[src/rtl/uart_pkg.sv]
// Shared UART definitions: transmit FSM states, parity modes and the parity helper.
package uart_pkg;

  typedef enum logic [2:0] {IDLE, START, DATA, PAR, STOP} tx_state_t;

  localparam int PAR_NONE = 0;
  localparam int PAR_EVEN = 1;
  localparam int PAR_ODD  = 2;

  // Zero padding of narrow words leaves the XOR unchanged.
  function automatic logic parity_bit(input logic [7:0] data, input int mode);
    return (mode == PAR_ODD) ? ~(^data) : (^data);
  endfunction

endpackage

[src/rtl/sync_fifo.sv]
// Single-clock FIFO with occupancy count; shared by the UART transmitter and receiver.
module sync_fifo #(
  parameter int WIDTH = 8,
  parameter int DEPTH = 16
) (
  input  logic                     clk,
  input  logic                     rstn,
  input  logic                     push,
  input  logic [WIDTH-1:0]         wdata,
  input  logic                     pop,
  output logic [WIDTH-1:0]         rdata,
  output logic                     full,
  output logic                     empty,
  output logic [$clog2(DEPTH):0]   count
);

  localparam int AW = $clog2(DEPTH);
  localparam logic [AW:0] FULL_CNT = (AW+1)'(DEPTH);

  logic [WIDTH-1:0] mem [DEPTH];
  logic [AW-1:0]    wr_ptr;
  logic [AW-1:0]    rd_ptr;
  logic             push_ok;
  logic             pop_ok;

  assign full    = (count == FULL_CNT);
  assign empty   = (count == '0);
  assign push_ok = push && !full;
  assign pop_ok  = pop && !empty;
  assign rdata   = mem[rd_ptr];

  always_ff @(posedge clk) begin
    if (push_ok) mem[wr_ptr] <= wdata;
  end

  // Pointers wrap naturally because DEPTH is a power of two.
  always_ff @(posedge clk) begin
    if (!rstn) begin
      wr_ptr <= '0;
      rd_ptr <= '0;
      count  <= '0;
    end else begin
      if (push_ok) wr_ptr <= wr_ptr + 1'b1;
      if (pop_ok)  rd_ptr <= rd_ptr + 1'b1;
      case ({push_ok, pop_ok})
        2'b10:   count <= count + 1'b1;
        2'b01:   count <= count - 1'b1;
        default: count <= count;
      endcase
    end
  end

endmodule

[src/rtl/uart_tx_fifo.sv]
// UART transmitter fed by a FIFO; frames are sent back-to-back while entries remain.
module uart_tx_fifo
  import uart_pkg::*;
#(
  parameter int CLK_DIV    = 434,
  parameter int DATA_BITS  = 8,
  parameter int FIFO_DEPTH = 16,
  parameter int PARITY     = 0,
  parameter int STOP_BITS  = 1
) (
  input  logic                          clk,
  input  logic                          rstn,
  input  logic [DATA_BITS-1:0]          wr_data,
  input  logic                          wr_valid,
  output logic                          wr_ready,
  output logic                          txd,
  output logic                          busy,
  output logic [$clog2(FIFO_DEPTH):0]   count
);

  tx_state_t            state;
  logic [15:0]          baud;
  logic [2:0]           bit_idx;
  logic                 stop_idx;
  logic [DATA_BITS-1:0] shreg;
  logic [DATA_BITS-1:0] head;
  logic                 par_bit;
  logic                 full;
  logic                 empty;
  logic                 pop;
  logic                 baud_end;
  logic                 bit_last;
  logic                 stop_last;

  sync_fifo #(
    .WIDTH (DATA_BITS),
    .DEPTH (FIFO_DEPTH)
  ) fifo (
    .clk   (clk),
    .rstn  (rstn),
    .push  (wr_valid),
    .wdata (wr_data),
    .pop   (pop),
    .rdata (head),
    .full  (full),
    .empty (empty),
    .count (count)
  );

  assign baud_end  = (baud == 16'(CLK_DIV - 1));
  assign bit_last  = (bit_idx == 3'(DATA_BITS - 1));
  assign stop_last = (stop_idx == 1'(STOP_BITS - 1));
  assign pop       = !empty && ((state == IDLE) || (state == STOP && baud_end && stop_last));
  assign wr_ready  = !full;
  assign busy      = (state != IDLE) || !empty;

  // Frame data path: loaded on every pop, shifted LSB-first through DATA.
  always_ff @(posedge clk) begin
    if (pop) begin
      shreg   <= head;
      par_bit <= parity_bit(8'(head), PARITY);
    end else if (state == DATA && baud_end) begin
      shreg <= shreg >> 1;
    end
  end

  // txd is registered from the current state, so the line trails the FSM by one clock.
  always_ff @(posedge clk) begin
    if (!rstn) begin
      state    <= IDLE;
      baud     <= '0;
      bit_idx  <= '0;
      stop_idx <= 1'b0;
      txd      <= 1'b1;
    end else begin
      case (state)
        START:   txd <= 1'b0;
        DATA:    txd <= shreg[0];
        PAR:     txd <= par_bit;
        default: txd <= 1'b1;
      endcase

      if (state == IDLE || baud_end) baud <= '0;
      else                           baud <= baud + 16'd1;

      case (state)
        IDLE: begin
          if (!empty) state <= START;
        end
        START: begin
          if (baud_end) begin
            state   <= DATA;
            bit_idx <= '0;
          end
        end
        DATA: begin
          if (baud_end) begin
            if (bit_last) begin
              state    <= (PARITY != PAR_NONE) ? PAR : STOP;
              stop_idx <= 1'b0;
            end else begin
              bit_idx <= bit_idx + 3'd1;
            end
          end
        end
        PAR: begin
          if (baud_end) begin
            state    <= STOP;
            stop_idx <= 1'b0;
          end
        end
        STOP: begin
          if (baud_end) begin
            if (!stop_last) stop_idx <= 1'b1;
            else            state <= empty ? IDLE : START;
          end
        end
        default: state <= IDLE;
      endcase
    end
  end

endmodule
[config.mk]
export PLATFORM = sky130hd
export DESIGN_NAME = uart_tx_fifo
export DESIGN_NICKNAME = d
export VERILOG_FILES = /design/src/rtl/uart_pkg.sv /design/src/rtl/sync_fifo.sv /design/src/rtl/uart_tx_fifo.sv
export SDC_FILE = /design/constraint.sdc
export NUM_CORES = 1
export LEC_CHECK = 0
export ABC_AREA = 0
export BUFFER_PORTS_ARGS = -buffer_cell sky130_fd_sc_hd__buf_2
export CORE_AREA = 2 2 105 148
export CTS_BUF_LIST = sky130_fd_sc_hd__clkbuf_8 sky130_fd_sc_hd__clkbuf_16
export CTS_CLUSTER_DIAMETER = 120
export DETAILED_ROUTE_END_ITERATION = 10
export DIE_AREA = 0 0 107 150
export PLACE_DENSITY_LB_ADDON = 0.3
export REMOVE_ABC_BUFFERS = 1
export SYNTH_ARGS = -nofsm -noshare
export SYNTH_HDL_FRONTEND = slang
export SYNTH_SLANG_ARGS = --single-unit
[constraint.sdc]
create_clock -name clk -period 3.2 [get_ports clk]
set_clock_uncertainty 0.15 [all_clocks]
set_input_delay 0.16 -clock clk [delete_from_list [all_inputs] [get_ports clk]]
set_output_delay 0.16 -clock clk [all_outputs]
set_load 0.02 [all_outputs]
## Yosys cells after proc, flatten, opt, wreduce, memory -nomap -nowiden

Memories as Yosys holds them, arrays and structs flattened. A register that Yosys moved wholly into a read port is not among the register bits.
Cells that the tools add are included.

- Memories: 1
- Bits in writable memories: 128
- Register bits after elaboration: 46
- Logic and storage cells: 86

Memory list:

| memory | words | width | read ports | clocked after memory_dff | write ports | line | RTL |
|---|---|---|---|---|---|---|---|
| fifo.mem | 16 | 8 | 1 | 1 | 1 | sync_fifo.sv:20 | `logic [WIDTH-1:0] mem [DEPTH];` |

- Muxes and demuxes: 27
- Bitwise operators: 2
- $add $sub $neg: 6
- Reduce and logical (&&, ||, !) cells: 23
- Equality and inequality tests: 17

Operator list:

| cell | count |
|---|---|
| $mux 3 | 10 |
| $add 16x1->16 const B | 1 |
| $eq 16x9->1 const B | 1 |
| $mux 8 | 2 |
| $ne 2x2->1 const B | 8 |
| $pmux 3 s5 | 1 |
| $pmux 5 s2 | 1 |
| $add 4x1->4 const B | 2 |
| $mux 1 | 8 |
| $mux 4 | 2 |
| $reduce_xor 8->1 | 1 |
| $reduce_and 7->1 | 1 |
| $eq 3x2->1 const B | 2 |
| $eq 3x3->1 const B | 2 |
| $logic_and 1x1->1 | 6 |
| $pmux 1 s3 | 2 |
| $pmux 3 s2 | 1 |
| $reduce_bool 2->1 | 3 |
| $reduce_bool 3->1 | 2 |
| $add 5x1->5 const B | 1 |
| $eq 5x5->1 const B | 1 |
| $logic_not 5->1 | 1 |
| $reduce_and 5->1 | 1 |
| $sub 5x1->5 const B | 1 |
| 10 further kinds | 14 |

## Logic depth before layout (Yosys ltp)

- Depth in word-level cells: 8
- Mapped depth: 13
- Depth with buffers taken out: 12

## Hierarchy

A second synthesis with hierarchy kept.

- Cell total of the unflattened synthesis: 467
- Area, all modules: 7,573.5 um2

Modules (own cells, without submodules):

| module | cells each | seq. area each (um2) | area each (um2) | instances |
|---|---|---|---|---|
| sync_fifo | 307 | 4,184.0 | 5,967.0 | 1 |
| uart_tx_fifo | 160 | 730.7 | 1,606.5 | 1 |

## Worst setup path before layout

OpenSTA, ideal clock, no wires.

- Path kind: register -> register
- From: reg fifo.count[0]
- To: reg fifo.count[4]
- Cell stages (with the launch flop): 12
- Buffers on the path: 1
- Data arrival time: 3.007 ns
- Slack: -0.033 ns
- Data required time: 2.974 ns
- Cell sequence: dfxtp_1 -> or4_1 -> o21ai_1 -> a21oi_1 -> buf_2 -> ha_1 -> fa_1 -> a21o_1 -> a21oi_1 -> xor2_1 -> or3_1 -> a21boi_0

- Word-level cells in the longest chain between the ends: 6
- Elaborated cells between the ends (all ways): 13
- Those cells by class: add/sub: 2; eq/ne: 3; mux: 1; reduce/logical: 7

RTL lines:

| item | line | RTL |
|---|---|---|
| from (decl) | sync_fifo.sv:14 | `output logic [$clog2(DEPTH):0] count` |
| from (signal assigned) | sync_fifo.sv:46 | `2'b10: count <= count + 1'b1;` |
| from (signal assigned) | sync_fifo.sv:47 | `2'b01: count <= count - 1'b1;` |
| from (signal assigned) | sync_fifo.sv:48 | `default: count <= count;` |
| $logic_not 5->1 (*) | sync_fifo.sv:27 | `assign empty = (count == '0);` |
| $logic_not 1->1 (*) | sync_fifo.sv:29, uart_tx_fifo.sv:53 |  |
| $logic_and 1x1->1 | uart_tx_fifo.sv:53 | `assign pop = !empty && ((state == IDLE) \|\| (state == STOP && baud_end && stop_last));` |
| $logic_and 1x1->1 (*) | sync_fifo.sv:29 | `assign pop_ok = pop && !empty;` |
| via fifo.pop_ok | sync_fifo.sv:24 | `logic pop_ok;` |
| $eq 2x1->1 or $eq 2x2->1 (tied branches) | sync_fifo.sv:45 | `case ({push_ok, pop_ok})` |
| $pmux 5 s2 or $reduce_bool 2->1 (tied branches) | -- |  |

The timed path passes the listed nets; every way through them passes the cells marked *.
A chain may end at the register's enable or synchronous reset.

## Worst setup path in the final report

- From: reg baud[0]
- To: reg fifo.count[4]

- Word-level cells in the longest chain between the ends: 8
- Elaborated cells between the ends (all ways): 10
- Those cells by class: eq/ne: 3; mux: 1; reduce/logical: 6

RTL lines:

| item | line | RTL |
|---|---|---|
| from (decl) | uart_tx_fifo.sv:22 | `logic [15:0] baud;` |
| from (signal assigned) | uart_tx_fifo.sv:84 | `else baud <= baud + 16'd1;` |
| $eq 16x9->1 (*) | uart_tx_fifo.sv:50 | `assign baud_end = (baud == 16'(CLK_DIV - 1));` |
| $logic_and 1x1->1 (*) (2 in series) | uart_tx_fifo.sv:53 |  |
| $logic_or 1x1->1 (*) | uart_tx_fifo.sv:53 |  |
| $logic_and 1x1->1 (*) | uart_tx_fifo.sv:53 |  |
| $logic_and 1x1->1 (*) | sync_fifo.sv:29 |  |
| $eq 2x1->1 or $eq 2x2->1 (tied branches) | sync_fifo.sv:45 |  |
| $pmux 5 s2 or $reduce_bool 2->1 (tied branches) | -- |  |

Mark *: on every way between the ends. The rest lies on a longest branch, timed or not.

==> impl_metrics.yaml <==
synthesis:
  yosys_warnings: 0
  synth_edf_count: 137
  synth-seq-cells: 177
  postSynthCellCount: 460
  postSynthAreaPerCell_um2: 15.8
  yosysSeqAreaShare_pct: 67.6
  async_flop_share_pct: 0
  ys.flop_type: "edfxtp_1"
  syn-cell-area_um2: 7270
  synth.distinct_cells: 47
power_and_ir_drop:
  power.density_nw_per_um2: 761
  netSwitchingPower_mw: 1.77
  seqPwrFrac_pct: 44.0
  internal-power_mw: 4.59
  p_leak_nw: 2.84
  switching_share_pct: 27.9
  p_total_mw: 6.36
  vdd_drop_max_mv: 0.500
  pwr-share-comb_pct: 24.6
  clockPowerShare_pct: 31.4
routing:
  first_pass_iters: 4
  first_iter_violations: 241
  viasPerCell: 5.43
  drc: 0
  route.vias.total: 3892
  ant_nets: 0
  wirelength_mm: 13.1
  post_drt_wl_per_cell_um: 18.3
placed_design:
  placed_cell_area_um2: 7690
  dpl.hpwl_mm: 9.01
  portBuffers: 18
  place.gp.congestion: 0.769
clock_network:
  cts_buffers: 17
  clkLatencyLatePin_ns: 0.43
  clock_path_buffers: 2
  cts_max_level: 4
  cts.reportedPaths.clkPinSlew_ns: 0.07
  cts_root_buf: "clkbuf_16"
  cts_sinks: 177
  post_cts_buffers: 0
  cts_tree: "yes"
setup_path:
  end_kind: "register"
  worstPathMaxFanout: 5
  worstSetupPathType: "reg2reg"
  crit_arrival_ns: 3.10
  required_ns: 3.40
  cp-start-kind: "register"
die:
  coreArea_um2: 14800
  dieArea_um2: 16100
  die_y_um: 150
  dieWidth_um: 107
  rows: 53
  start_util_pct: 49.2
  pin_count: 19
sta:
  finalSetupViolCount: 0
  max_freq_mhz: 344
  rsz0062_at_grt: "false"
  finalMaxSlewViolations: 0
  fin_crit_sh_pct: 90.7
  hold_viol: 0
  post-route-min-period_ns: 2.90
  slew_headroom_pct: 50.6
  tightest_slew_ns: 0.739
finish:
  layout_commonest_cell: "edfxtp_1"
  fill_cells: 1125
  layout.nets: 537
  diodes: 0
  final_cell_mix: "edfxtp_1, nor2_1, dfxtp_1, mux4_2, buf_4"
  area_delta_synth_final_pct: 15.0
  multi_input_comb_area_um2: 2220
  stdcell_area_um2: 8360
  ff_latch_area_um2: 4920
  layout-drive-gt1-share_pct: 21.9
global_routing:
  grtUsageTotal_pct: 17.8
  grt_max_degree: 40
  grt_first_pass_wirelength_mm: 21.2
  grt_overflow: 0
  antenna_found_initial: 0
  grt_pass1_vias: 4062
min_path:
  hp-class: "in2reg"
run:
  cap_violations: 0
run_status:
  outcome: "finished, final reports clean"
logic make-up after synthesis:
| family | synth area share, % |
|---|---|
| flip-flops | 67.6 |
| buffers and inverters | 2.01 |
| XOR/XNOR | 3.80 |
| AO/OA/AOI/OAI | 3.60 |
| AND/OR/NAND/NOR | 8.16 |
| adder cells (fa/ha/maj) | 2.51 |
| multiplexers | 12.3 |
metrics by stage:
stage | util (%) | cells | TNS (ns) | worst slack, ns | hold WS (ns)
floorplan | - | 440 | -1.78 | -0.534 | 0.0936
global placement | 52.0 | 676 | 0 | 0.255 | 0.306
global route | 56.5 | 717 | 0 | 0.0205 | 0.263
CTS | 56.5 | 717 | 0 | 0.171 | 0.193
detailed placement | 52.0 | 676 | 0 | 0.217 | 0.330
finish | 56.5 | 717 | 0 | 0.297 | 0.211
critical path, cell delays in order, from the launching register on:
cell	delay, ns
dfxtp_1	0.41
ha_1	0.17
nor3b_1	0.18
nand4_1	0.18
a21oi_1	0.27
ha_2	0.29
ha_1	0.29
a21o_1	0.19
a21oi_1	0.16
xor2_1	0.09
or3_1	0.30
a21boi_0	0.16
cell type report:
type	instances	share of cell area (%)
Clock buffer	17	5.09
Clock inverter	15	1.74
Inverter	8	0.359
Multi-Input combinational cell	255	26.5
Sequential cell	177	58.8
Tap cell	192	2.87
Timing Repair Buffer	53	4.64
timing repair:
item                                   CTS  global route
endpoints found under the hold margin  132             0
hold buffers                             9             0
setup endpoints to repair                0             1
resized for setup                        0             2
final timing paths:
path / startpoint / to / slack, ns / cells after the start
max: baud[0]$_SDFF_PP0_ / fifo.count[4]$_SDFFE_PN0P_ / 0.30 / 11
min: wr_valid / fifo.wr_ptr[1]$_SDFFE_PN0P_ / 0.21 / 4
max reg2reg: baud[0]$_SDFF_PP0_ / fifo.count[4]$_SDFFE_PN0P_ / 0.30 / 11
min reg2reg: baud[0]$_SDFF_PP0_ / baud[0]$_SDFF_PP0_ / 0.35 / 1
power by group through the flow:
stage / clock [mW] / combinational, mW / sequential (mW)
finish: 2.00 / 1.56 / 2.80
global route: 2.12 / 1.73 / 2.82
CTS: 2.03 / 1.58 / 2.80
detailed placement: 0 / 1.55 / 2.85
global placement: 0 / 1.53 / 2.84
floorplan: 0 / 1.03 / 2.94
flip-flops by register name, summed over array words and instances, names as in the netlist, 3 cells and up, named ones only:
name and cells:
fifo.mem 128, fifo.count 5, state 3, bit_idx 3
fifo.wr_ptr 4, fifo.rd_ptr 4, baud 16, shreg 8
Yosys cell counts (4+ instances only):
master    number  share of area [%]
xor2_1        14                1.7
nor3_1         9               0.62
nand2_1       22                1.1
or3_1          4               0.34
nor2_1        40                2.1
a21oi_1       10               0.69
o21ai_0        4               0.28
a22oi_1        4               0.41
mux2i_1       16                2.2
nand4_1        5               0.43
ha_1          13                2.2
inv_1          7               0.36
nand3_1        8               0.55
clkbuf_1      13               0.67
and2_1        11               0.95
dfxtp_1       40                 11
xnor2_1       15                1.8
a221oi_1       4               0.48
edfxtp_1     137                 57
mux2_2         7                1.1
mux4_2        28                8.7
nor2b_1        5               0.43
routing by layer:
| layer | up-vias | track usage [%] | part of all wire [%] |
|---|---|---|---|
| li1 | 1846 | - | - |
| met1 | 1983 | 21.0 | 42 |
| met2 | 52 | 32.1 | 55 |
| met3 | 11 | 3.92 | 2.5 |
| met4 | 0 | 5.52 | 1.1 |
| met5 | - | 0 | 0 |
Note: power is estimated with default switching activity, not from simulation.
